`src/rtl/mem_arb_pkg.sv`:
```
// rtl/mem_arb_pkg.sv - shared types and helpers for the 2:1 memory arbiter
// Purpose: FSM state and owner enums, default RAM base address, byte address to word index helper.
// Ports: none (package).
package mem_arb_pkg;

  typedef enum logic [1:0] {IDLE, WAIT, CAPT, RESP} state_t;
  typedef enum logic {OWN_IMEM, OWN_DMEM} owner_t;

  localparam logic [63:0] MEM_BASE_DEFAULT = 64'h8000_0000;

  // Word index of a byte address; the subtraction wraps modulo 2^64 and is not range checked.
  function automatic logic [63:0] addr2idx(input logic [63:0] addr, input logic [63:0] base);
    return (addr - base) >> 3;
  endfunction

endpackage

```
`src/rtl/mem_arb_prio.sv`:
```
// rtl/mem_arb_prio.sv - two-way priority picker with starvation override
// Purpose: dmem wins contention unless imem has lost STARVE_MAX contended grants in a row.
// Ports:
//   imem_valid  in   fetch request pending
//   dmem_valid  in   data request pending
//   starve_cnt  in   [3:0] consecutive contended dmem grants
//   grant       out  [1:0] one-hot grant, bit 0 = imem, bit 1 = dmem
module mem_arb_prio
  import mem_arb_pkg::*;
#(
  parameter int STARVE_MAX = 4
) (
  input  logic       imem_valid,
  input  logic       dmem_valid,
  input  logic [3:0] starve_cnt,
  output logic [1:0] grant
);

  logic starved;

  // The counter never passes STARVE_MAX; >= keeps the override sticky if it ever did.
  assign starved = (starve_cnt >= 4'(STARVE_MAX));

  always_comb begin
    grant = 2'b00;
    if (imem_valid && (!dmem_valid || starved)) begin
      grant = 2'b01;
    end else if (dmem_valid) begin
      grant = 2'b10;
    end
  end

endmodule

```
`src/rtl/mem_arb_2to1.sv`:
```
// rtl/mem_arb_2to1.sv - shares one fixed-latency single-port RAM between fetch and data requesters
// Purpose: one transaction in flight; IDLE grants, WAIT covers RAM latency, CAPT latches read data,
//          RESP holds the response until the owner accepts it.
// Optional: define MEM_ARB_PERF_EN to add perf_imem_grants, perf_dmem_grants, perf_conflicts (32-bit, wrapping).
// Ports:
//   clk, reset                                   clock, synchronous active-high reset
//   imem_req_valid/ready/addr                    fetch request handshake and byte address
//   imem_resp_valid/ready/data                   fetch response, 32-bit instruction word
//   dmem_req_valid/ready/addr/wen/wdata/wmask    data request handshake and write fields
//   dmem_resp_valid/ready/rdata                  data response, 64-bit read data (0 for write acks)
//   ram_en/idx/wen/wdata/wmask                   RAM strobe and request fields, valid in the grant cycle
//   ram_rdata                                    RAM read data, valid RD_LAT cycles after ram_en
module mem_arb_2to1
  import mem_arb_pkg::*;
#(
  parameter logic [63:0] MEM_BASE   = MEM_BASE_DEFAULT,
  parameter int          RD_LAT     = 1,
  parameter int          STARVE_MAX = 4
) (
  input  logic        clk,
  input  logic        reset,
  input  logic        imem_req_valid,
  output logic        imem_req_ready,
  input  logic [63:0] imem_req_addr,
  output logic        imem_resp_valid,
  input  logic        imem_resp_ready,
  output logic [31:0] imem_resp_data,
  input  logic        dmem_req_valid,
  output logic        dmem_req_ready,
  input  logic [63:0] dmem_req_addr,
  input  logic        dmem_req_wen,
  input  logic [63:0] dmem_req_wdata,
  input  logic [63:0] dmem_req_wmask,
  output logic        dmem_resp_valid,
  input  logic        dmem_resp_ready,
  output logic [63:0] dmem_resp_rdata,
  output logic        ram_en,
  output logic [63:0] ram_idx,
  output logic        ram_wen,
  output logic [63:0] ram_wdata,
  output logic [63:0] ram_wmask,
  input  logic [63:0] ram_rdata
`ifdef MEM_ARB_PERF_EN
  ,
  output logic [31:0] perf_imem_grants,
  output logic [31:0] perf_dmem_grants,
  output logic [31:0] perf_conflicts
`endif
);

  // WAIT is entered with RD_LAT-1 remaining cycles and leaves when one is left.
  localparam logic [2:0] LAT_LOAD = 3'(RD_LAT - 1);

  state_t      state_q, state_n;
  owner_t      owner_q;
  logic [2:0]  lat_q, lat_n;
  logic [63:0] resp_q;
  logic        half_q;
  logic        wr_q;
  logic [3:0]  starve_q;
  logic [1:0]  grant;
  logic        gnt_i, gnt_d;

  mem_arb_prio #(.STARVE_MAX(STARVE_MAX)) u_prio (
    .imem_valid (imem_req_valid),
    .dmem_valid (dmem_req_valid),
    .starve_cnt (starve_q),
    .grant      (grant)
  );

  always_comb begin
    state_n         = state_q;
    lat_n           = lat_q;
    gnt_i           = 1'b0;
    gnt_d           = 1'b0;
    ram_idx         = '0;
    ram_wen         = 1'b0;
    ram_wdata       = '0;
    ram_wmask       = '0;
    imem_resp_valid = (state_q == RESP) && (owner_q == OWN_IMEM);
    dmem_resp_valid = (state_q == RESP) && (owner_q == OWN_DMEM);
    case (state_q)
      IDLE: begin
        // Reset kills the strobe in the same cycle, not just on the next edge.
        gnt_i = grant[0] & ~reset;
        gnt_d = grant[1] & ~reset;
        if (gnt_d) begin
          ram_idx   = addr2idx(dmem_req_addr, MEM_BASE);
          ram_wen   = dmem_req_wen;
          ram_wdata = dmem_req_wdata;
          ram_wmask = dmem_req_wmask;
        end else if (gnt_i) begin
          ram_idx = addr2idx(imem_req_addr, MEM_BASE);
        end
        if (gnt_i || gnt_d) begin
          lat_n   = LAT_LOAD;
          state_n = (RD_LAT == 1) ? CAPT : WAIT;
        end
      end
      WAIT: begin
        if (lat_q <= 3'd1) begin
          state_n = CAPT;
        end else begin
          lat_n = lat_q - 3'd1;
        end
      end
      CAPT: state_n = RESP;
      RESP: begin
        if ((owner_q == OWN_IMEM && imem_resp_ready) || (owner_q == OWN_DMEM && dmem_resp_ready)) begin
          state_n = IDLE;
        end
      end
      default: state_n = IDLE;
    endcase
    imem_req_ready = gnt_i;
    dmem_req_ready = gnt_d;
    ram_en         = gnt_i | gnt_d;
  end

  always_ff @(posedge clk) begin
    if (reset) begin
      state_q  <= IDLE;
      owner_q  <= OWN_DMEM;
      lat_q    <= '0;
      resp_q   <= '0;
      half_q   <= 1'b0;
      wr_q     <= 1'b0;
      starve_q <= '0;
    end else begin
      state_q <= state_n;
      lat_q   <= lat_n;
      if (gnt_i) begin
        owner_q  <= OWN_IMEM;
        half_q   <= imem_req_addr[2];
        wr_q     <= 1'b0;
        starve_q <= '0;
      end
      if (gnt_d) begin
        owner_q <= OWN_DMEM;
        wr_q    <= dmem_req_wen;
        // Only grants that actually made imem wait count toward starvation.
        if (imem_req_valid && starve_q != 4'hF) begin
          starve_q <= starve_q + 4'd1;
        end
      end
      if (state_q == CAPT) begin
        resp_q <= wr_q ? '0 : ram_rdata;
      end
    end
  end

  assign dmem_resp_rdata = resp_q;
  assign imem_resp_data  = half_q ? resp_q[63:32] : resp_q[31:0];

`ifdef MEM_ARB_PERF_EN
  always_ff @(posedge clk) begin
    if (reset) begin
      perf_imem_grants <= '0;
      perf_dmem_grants <= '0;
      perf_conflicts   <= '0;
    end else begin
      if (gnt_i) perf_imem_grants <= perf_imem_grants + 32'd1;
      if (gnt_d) perf_dmem_grants <= perf_dmem_grants + 32'd1;
      if (state_q == IDLE && imem_req_valid && dmem_req_valid) begin
        perf_conflicts <= perf_conflicts + 32'd1;
      end
    end
  end
`endif

endmodule

```
`config.mk`:
```
export PLATFORM = sky130hd
export DESIGN_NAME = mem_arb_2to1
export DESIGN_NICKNAME = d
export VERILOG_FILES = /design/src/rtl/mem_arb_pkg.sv /design/src/rtl/mem_arb_prio.sv /design/src/rtl/mem_arb_2to1.sv
export SDC_FILE = /design/constraint.sdc
export NUM_CORES = 1
export LEC_CHECK = 0
export BUFFER_PORTS_ARGS = -buffer_cell sky130_fd_sc_hd__buf_2
export CAP_MARGIN = 20
export CORE_AREA = 2 2 242 244
export DETAILED_ROUTE_END_ITERATION = 6
export DIE_AREA = 0 0 244 246
export GPL_ROUTABILITY_DRIVEN = 0
export SYNTH_ARGS = -nofsm -noshare
export SYNTH_HDL_FRONTEND = slang
export SYNTH_HIERARCHICAL = 1
export SYNTH_SLANG_ARGS = --single-unit
export TNS_END_PERCENT = 100
```
`constraint.sdc`:
```
create_clock -name clk -period 3.5 [get_ports clk]
set_input_delay 0.525 -clock clk [delete_from_list [all_inputs] [get_ports clk]]
set_output_delay 0.525 -clock clk [all_outputs]
set_load 0.05 [all_outputs]
```
==> flow_metrics.py, run 1 <==
metrics = {
    "run_status": {
        "status": "finished, final reports clean",
    },
    "timing": {
        "finalWorstSetupSlack_ns": 0.0907,
        "worstMarginPinSlew_ns": 0.906,
        "clock.fmax_ghz": 0.293,
        "whs_ns": 0.377,
        "drv_slew": 0,
        "relSlewSlack_pct": 39.6,
        "setup_violations": 0,
        "clock_skew_ns": 0.00972,
        "finalCriticalPeriod_ns": 3.41,
        "hold_viol": 0,
        "final.setup.tns_ns": 0,
        "period_share_pct": 97.4,
        "rsz0062_at_grt": "no",
    },
    "synthesis": {
        "synth_area_leaders": "dfxtp_1, and2_1, nor3b_1",
        "synth_edf_count": 0,
        "yosysTopAreaCellShare_pct": 24.4,
        "yosysTopAreaCell": "dfxtp_1",
        "yosysWarningCount": 6,
        "synth.distinct_cells": 59,
        "synthCells": 820,
        "synth_ff_type": "dfxtp_1",
        "ys_seq_elements": 76,
        "yosysSeqAreaShare_pct": 24.4,
        "synth_area_um2": 6240,
        "synth.avg_cell_area_um2": 7.60,
        "async_reset_ff_share_pct": 0,
    },
    "clocking": {
        "cts_max_level": 3,
        "cts_resized": 0,
        "path_clk_slew_ns": 0.06,
        "cts_hold_buf": 0,
        "clockBufferDepth": 2,
        "cts-root-buf": "clkbuf_16",
        "numCtsBuffers": 9,
        "clkLatencyLatePin_ns": 0.34,
        "clock-sinks": 76,
        "cts_tree": "done",
        "cts_setup_buffers": 0,
    },
    "route": {
        "wl_um": 47600,
        "routedWlPerCell_um": 21.9,
        "vias": 8487,
        "viasPerCell": 3.90,
        "drt_first_pass_iters": 5,
        "drc": 0,
        "initialDrtViolationCount": 413,
        "drtAntennaViolNets": 0,
    },
    "grt": {
        "grt_pass1_vias": 7609,
        "grt_first_pass_wirelength_um": 62100,
        "grt_overflow": 0,
        "antenna_found_initial": 37,
        "grt_usage_pct": 14.9,
        "grt_max_degree": 77,
    },
    "critical_path": {
        "setup.worst_path.class": "in -> out",
        "critPathMaxFanout": 7,
        "cp-start-kind": "primary input",
        "required_ns": 2.97,
        "worstPathArrival_ns": 2.88,
        "worstSetupEndpointType": "output port",
        "ff2ff_setup_slack_ns": 1.28,
    },
    "worst_hold_path": {
        "hold_class": "in -> reg",
    },
    "floorplan": {
        "rows": 88,
        "ioPinCount": 621,
        "die_y_um": 246,
        "die_area_um2": 60000,
        "core_area_um2": 57400,
        "start_util_pct": 10.9,
        "die_x_um": 244,
    },
    "placement": {
        "dpl.hpwl_um": 41800,
        "place_ws_ns": 0.144,
        "portBuffers": 612,
    },
    "job": {
        "maxCapViolations": 0,
    },
    "finish": {
        "finalNetCount": 1732,
        "syn_to_final_growth_pct": 69.8,
        "drive_gt1_share_pct": 50.4,
    },
    "power": {
        "vdd_drop_max_v": 0.000230,
        "power_density_nw_per_um2": 401,
        "p_total_uw": 4240,
        "p_leak_uw": 0.00529,
    },
}
worst paths after layout:
kind,startpoint,endpoint,cells after the start
max,imem_req_addr[31],ram_idx[54],9
min,imem_req_addr[2],half_q,3
max reg2reg,starve_q[2],starve_q[0],9
min reg2reg,starve_q[1],starve_q[1],2
worst max-delay path: stages:
cell and delay (ns):
buf_2 0.12, inv_1 0.06, ha_1 0.19, or4b_1 0.51, or4_4 0.63, nor4_4 0.18, xnor2_1 0.09, o22ai_1 0.24
buf_2 0.33
where the power goes:
part | total, µW | internal, µW | switching (µW)
combinational | 2150 | 586 | 1570
sequential | 1060 | 960 | 101
clock | 1030 | 574 | 452
total | 4240 | 2120 | 2120
cells in the final DEF (no fill, tap or decap), types with 25 or more instances in the layout:
cell type and n:
xor2_1 36, mux2_2 32, nor2_1 96, buf_2 611
o22ai_1 25, and2_1 132, dfxtp_1 74, nor3b_1 66
a22o_1 28, a21oi_1 74
flip-flops by register name, indices dropped and copies added, names as in the netlist:
register,count
dmem_resp_rdata,64
starve_q,4
lat_q,3
state_q,2
half_q,1
owner_q,1
wr_q,1
through the flow:
step | cell area, µm² | utilization [%] | cells
2_1_floorplan | 6240 | - | 822
3_3_place_gp | 10300 | 17.9 | 2154
3_5_place_dp | 10300 | 17.9 | 2154
4_1_cts | 10600 | 18.4 | 2170
5_1_grt | 10600 | 18.5 | 2174
6_report | 10600 | 18.5 | 2177
Yosys cell counts, types with 15 or more instances:
cell,n
nand2_1,17
nor3b_1,66
dfxtp_1,76
xnor2_1,18
and2_1,132
clkbuf_1,60
nand3_1,16
nor2_1,96
mux2_2,32
a21oi_1,74
nor3_1,15
xor2_1,36
a22o_1,28
o22ai_1,25
per-layer routing:
metal	global-route usage, %	up-vias	share of wire [%]
met3	5.77	77	9.8
li1	-	4034	-
met4	3.21	32	2.2
met5	0	-	0.43
met1	17.7	3940	40
met2	25.5	404	48
logic make-up (layout without fill, tap and decap cells):
kind of cell | after synthesis | after routing | synth area share, %
buffers and inverters | 81 | 664 | 5.24
xor gates and xnor gates | 54 | 54 | 7.58
DFF | 76 | 76 | 24.4
and+or+nand+nor | 411 | 411 | 39.6
adders and majority gates | 5 | 5 | 1.00
AOI/OAI and AO/OA | 157 | 157 | 15.9
other | 1 | 10 | 0.0601
muxes | 35 | 35 | 6.26
cell type report:
class | count | area (µm²)
timing repair buffer | 636 | 3320
antenna | 7 | 17.5
inverter | 12 | 47.5
sequential | 76 | 1520
clock inverter | 7 | 90.1
tap | 765 | 957
fill | 6653 | 46800
multi-input combinational | 665 | 4410
clock buffer | 9 | 225
Power figures use the tool's default switching activity.
==> inputs of run 2 (changes only) <==
- ABC_AREA: default -> 1
==> flow_metrics.py, run 2 <==
metrics = {
    "run_status": {
        "status": "finished, final reports clean",
    },
    "timing": {
        "setup_violations": 0,
        "hold_viol": 0,
        "clock.fmax_ghz": 0.309,
        "drv_slew": 0,
        "relSlewSlack_pct": 52.0,
        "rsz0062_at_grt": "no",
        "final.setup.tns_ns": 0,
        "period_share_pct": 92.5,
        "finalCriticalPeriod_ns": 3.24,
        "worstMarginPinSlew_ns": 0.721,
        "clock_skew_ns": 0.00564,
    },
    "floorplan": {
        "start_util_pct": 12.2,
        "ioPinCount": 621,
        "die_area_um2": 60000,
        "rows": 88,
        "die_x_um": 244,
        "die_y_um": 246,
        "core_area_um2": 57400,
    },
    "synthesis": {
        "synth_area_leaders": "dfxtp_1, nand2_1, nor2_1",
        "synth_edf_count": 0,
        "yosysSeqAreaShare_pct": 21.7,
        "synth_area_um2": 7010,
        "yosysWarningCount": 6,
        "synth_common_cells": "nand2_1, nor2_1, inv_1",
        "async_reset_ff_share_pct": 0,
        "yosysMostFrequentCell": "nand2_1",
        "yosysTopAreaCellShare_pct": 21.7,
        "synth.avg_cell_area_um2": 5.41,
        "synth.distinct_cells": 41,
        "ys_seq_elements": 76,
        "synth_ff_type": "dfxtp_1",
        "yosysTopAreaCell": "dfxtp_1",
        "synthCells": 1297,
    },
    "route": {
        "drc": 0,
        "viasPerCell": 3.98,
        "wl_um": 44800,
        "routedWlPerCell_um": 16.9,
        "initialDrtViolationCount": 669,
        "drtAntennaViolNets": 0,
        "drt_first_pass_iters": 7,
        "vias": 10600,
    },
    "power": {
        "power_density_nw_per_um2": 361,
        "vdd_drop_max_v": 0.000286,
        "p_leak_uw": 0.00639,
        "clockPowerShare_pct": 21.8,
        "p_int_uw": 1960,
        "p_comb_share_pct": 53.1,
        "seq_power_share_pct": 25.1,
        "power_switching_uw": 2120,
        "switching_share_pct": 52.0,
    },
    "critical_path": {
        "path_delay_family": "buffers and inverters",
        "path_buf_inv": 5,
        "cpMaxStageDelayCell": "o31ai_2",
        "crit_chain": "inv_1 > nand2_1 > a21oi_2 > inv_1 > nor2_8 > nand2_4 > buf_12 > o31ai_2 > buf_4 > buf_12",
        "setup.worst_path.class": "reg -> out",
        "worstSetupEndpointType": "output port",
        "worstPathArrival_ns": 2.71,
        "slowest_delay_ns": 0.40,
        "cp-start-kind": "flop",
        "required_ns": 2.97,
        "critPathMaxFanout": 118,
    },
    "clocking": {
        "clkLatencyLatePin_ns": 0.35,
        "clockBufferDepth": 2,
        "path_clk_slew_ns": 0.07,
        "cts_hold_buf": 0,
        "numCtsBuffers": 9,
        "cts_tree": "done",
        "cts-root-buf": "clkbuf_16",
        "cts_max_level": 3,
        "clock-sinks": 76,
    },
    "finish": {
        "final_cell_area_um2": 11300,
        "drive_gt1_share_pct": 35.9,
        "finalNetCount": 2203,
        "layout.cells.most_common_list": "buf_2, nand2_1, nor2_1",
        "final_core_util_pct": 19.7,
        "largest_reg_flops": 64,
        "final_common_cell": "buf_2",
        "syn_to_final_growth_pct": 61.0,
        "fill_cells": 6711,
    },
    "grt": {
        "grt_pass1_vias": 9417,
        "grt_max_degree": 119,
        "antenna_found_initial": 19,
        "grt_first_pass_wirelength_um": 62000,
        "grt_usage_pct": 13.9,
        "grt_overflow": 0,
    },
    "job": {
        "maxCapViolations": 0,
    },
    "placement": {
        "portBuffers": 612,
        "dpl.hpwl_um": 37500,
        "place_area_um2": 11000,
    },
    "worst_hold_path": {
        "hold_class": "in -> reg",
    },
}
run 2: cell count changes in the layout (fill, tap and decap cells not counted), sizes merged, moves of 28 or more:
cell   before  now
nor2       96  280
a32o        0   28
mux2       32    0
and2      132    2
a22o       28    0
nand3      16  113
inv        16  225
nor3b      66    0
nand2      17  318
run 2: layer usage:
metal / share of wire [%] / track usage (%) / vias to the layer above
li1: - / - / 5193
met1: 37 / 14.9 / 4699
met2: 47 / 24.2 / 556
met3: 7.7 / 3.43 / 110
met4: 8.1 / 9.83 / 8
met5: 0.12 / 0 / -
run 2: cell type report:
class | count | area [µm²] | share of cell area, %
tap | 765 | 957 | 8.48
timing repair buffer | 628 | 3300 | 29.2
antenna | 11 | 27.5 | 0.244
clock buffer | 9 | 225 | 1.99
clock inverter | 7 | 51.3 | 0.454
sequential | 76 | 1520 | 13.5
multi-input combinational | 932 | 4370 | 38.7
inverter | 224 | 843 | 7.47
run 2: cell families (layout without fill, tap and decap cells):
logic type	count (synthesis)	in the layout	share of synthesized area (%)
AND/OR/NAND/NOR	737	737	43.7
buffers and inverters	291	868	16.5
AO/OA/AOI/OAI	171	171	15.1
flip-flops	76	76	21.7
XOR/XNOR	16	16	2.00
adder cells (fa/ha/maj)	5	5	0.892
other	1	14	0.0535
run 2: worst reg2reg max path: stages, from the launching register on:
cell	delay [ns]
dfxtp_1	0.36
inv_1	0.07
nand2_1	0.06
a21oi_2	0.23
inv_1	0.15
nor2_8	0.34
nand2_4	0.12
inv_1	0.11
buf_4	0.29
nor2_1	0.08
inv_1	0.13
nor2_1	0.08
inv_1	0.09
o22ai_1	0.07
run 2: repair_timing:
action	4_1_cts	5_1_grt
setup endpoints to repair	0	1
resized for setup	0	1
setup buffers	0	0
run 2: path summary, 6_finish.rpt:
check / start / endpoint / slack (ns) / depth (start not counted)
worst min register to register: dmem_resp_rdata[47] / dmem_resp_rdata[47] / 0.48 / 2
worst min-delay path: ram_rdata[31] / dmem_resp_rdata[31] / 0.43 / 3
worst max register to register: starve_q[2] / wr_q / 1.22 / 13
worst max-delay path: starve_q[2] / ram_idx[41] / 0.26 / 10
run 2: through the flow:
stage | setup WS [ns] | hold WS, ns | power, µW | std cells
6_report | 0.261 | 0.434 | 4080 | 2652
5_1_grt | 0.0811 | 0.427 | 4290 | 2646
4_1_cts | 0.200 | 0.417 | 4120 | 2641
3_5_place_dp | 0.404 | 0.471 | 3210 | 2625
3_3_place_gp | 0.458 | 0.465 | 3210 | 2625
2_1_floorplan | 0.420 | 0.466 | 2490 | 1299
run 2: power by group through the flow:
| stage | clock [µW] | combinational [µW] | sequential [µW] |
|---|---|---|---|
| after floorplan | 0 | 1230 | 1260 |
| after global placement | 0 | 2170 | 1040 |
| after detailed placement | 0 | 2170 | 1040 |
| after CTS | 920 | 2180 | 1020 |
| after global routing | 952 | 2300 | 1030 |
| final | 891 | 2170 | 1020 |
==> inputs of run 3 (changes only) <==
- CORE_AREA: 2 2 242 244 -> 2 2 239 241
- DIE_AREA: 0 0 244 246 -> 0 0 241 243
- GPL_TIMING_DRIVEN: default -> 1
==> flow_metrics.py, run 3 (synthesis results as in run 2) <==
metrics = {
    "run_status": {
        "status": "finished, final reports clean",
    },
    "route": {
        "drc": 0,
        "initialDrtViolationCount": 697,
        "routedWlPerCell_um": 17.6,
        "viasPerCell": 4.02,
        "wl_um": 46500,
        "drt_first_pass_iters": 5,
        "vias": 10700,
        "drtAntennaViolNets": 0,
    },
    "critical_path": {
        "setup.worst_path.class": "reg -> out",
        "critPathMaxFanout": 11,
        "crit_top_cell": "inv_2",
        "worstSetupEndpointType": "output port",
        "slowest_delay_ns": 0.42,
        "cpMaxStageDelayCell": "dfxtp_1",
        "worstPathArrival_ns": 2.63,
        "path_buf_inv": 3,
        "cp.depth": 11,
        "rr_worst_depth": 12,
        "crit_chain": "nor2_1 > a21boi_1 > nand2_4 > nor2_8 > inv_2 > nor2_4 > inv_2 > a21oi_1 > o21ai_1 > nand2_1 > buf_12",
        "cp-start-kind": "flop",
        "required_ns": 2.97,
        "path_delay_family": "simple AND/OR/NAND/NOR gates",
    },
    "timing": {
        "hold_viol": 0,
        "clock.fmax_ghz": 0.317,
        "whs_ns": 0.428,
        "period_share_pct": 90.2,
        "drv_slew": 0,
        "setup_violations": 0,
        "rsz0062_at_grt": "no",
        "final.setup.tns_ns": 0,
        "relSlewSlack_pct": 48.4,
        "clock_skew_ns": 0.00885,
        "worstMarginPinSlew_ns": 0.774,
        "finalCriticalPeriod_ns": 3.16,
    },
    "clocking": {
        "path_clk_slew_ns": 0.07,
        "clock-sinks": 76,
        "clkLatencyLatePin_ns": 0.35,
        "clockBufferDepth": 2,
        "cts_hold_buf": 0,
        "numCtsBuffers": 9,
        "cts_max_level": 3,
        "cts_setup_buffers": 0,
        "cts_resized": 0,
        "cts_tree": "done",
        "cts-root-buf": "clkbuf_16",
    },
    "grt": {
        "grt_usage_pct": 15.1,
        "grt_overflow": 0,
        "grt_first_pass_wirelength_um": 64600,
        "grt_pass1_vias": 9777,
        "antenna_found_initial": 23,
        "grt_max_degree": 69,
    },
    "finish": {
        "final_common_cell": "buf_2",
        "syn_to_final_growth_pct": 62.4,
        "drive_gt1_share_pct": 36.0,
        "layout.cells.most_common_list": "buf_2, nand2_1, nor2_1",
        "fin_cells": 2649,
        "largest_reg_flops": 64,
        "finalNetCount": 2208,
    },
    "power": {
        "seq_power_share_pct": 24.7,
        "p_leak_uw": 0.00643,
        "clockPowerShare_pct": 22.3,
        "p_int_uw": 1990,
        "p_comb_share_pct": 53.0,
        "power_switching_uw": 2150,
        "power_density_nw_per_um2": 364,
        "vdd_drop_max_v": 0.000329,
        "switching_share_pct": 52.0,
    },
    "floorplan": {
        "ioPinCount": 621,
        "start_util_pct": 12.5,
        "die_x_um": 241,
        "rows": 87,
        "die_area_um2": 58600,
        "die_y_um": 243,
        "core_area_um2": 56000,
    },
    "worst_hold_path": {
        "hold_class": "in -> reg",
        "min_path_cells": 3,
    },
    "placement": {
        "portBuffers": 612,
        "dpl.hpwl_um": 38100,
        "dp.cells": 2621,
    },
    "job": {
        "maxCapViolations": 0,
    },
}
-- run 3: changes by cell type in the layout (fill, tap and decap cells not counted), sizes merged --
cell      delta
buf          +5
diode        +1
inv          +2
clkinv       -1
clkinvlp     -1
-- run 3: path summary, 6_finish.rpt --
kind              slack [ns]                   to               start
hold / removal          0.43  dmem_resp_rdata[44]       ram_rdata[44]
hold reg to reg         0.48   dmem_resp_rdata[4]  dmem_resp_rdata[4]
setup / recovery        0.34          ram_idx[51]         starve_q[2]
setup reg to reg        1.23             lat_q[2]         starve_q[2]
-- run 3: stage by stage --
step	power, µW	setup WS, ns	area (µm²)	utilization [%]
after detailed placement	3230	0.444	11100	19.8
after CTS	4170	0.279	11400	20.3
after global routing	4360	0.0878	11400	20.3
final	4140	0.343	11400	20.4
after global placement	3230	0.447	11100	19.8
after floorplan	2490	0.420	7020	-
-- run 3: layout make-up --
class,instances,area (µm²)
fillers,6584,44600
multi-input cells,932,4360
repair buffers,633,3400
flip-flops and latches,76,1520
well taps,756,946
inverters,224,843
clock buffers,9,225
clock inverters,7,65.1
diodes,12,30.0
-- run 3: power by group through the flow --
stage	Combinational [µW]	Sequential, µW	Clock [µW]
2_1_floorplan	1230	1260	0
3_3_place_gp	2180	1040	0
3_5_place_dp	2190	1040	0
4_1_cts	2190	1020	953
5_1_grt	2340	1040	987
6_report	2190	1020	925
-- run 3: worst min-delay path, delay by kind of cell --
kind | cells | cell delay (ns)
buffers and inverters | 1 | 0.09
AOI/OAI and AO/OA | 1 | 0.05
and+or+nand+nor | 1 | 0.06
-- run 3: per-layer routing --
| metal | GRT usage, % | part of all wire [%] | up-vias |
|---|---|---|---|
| met1 | 15.7 | 35 | 4763 |
| met2 | 25.6 | 48 | 573 |
| li1 | - | - | 5199 |
| met5 | 0 | 0.16 | - |
| met4 | 10.7 | 7.5 | 10 |
| met3 | 4.48 | 9.4 | 114 |
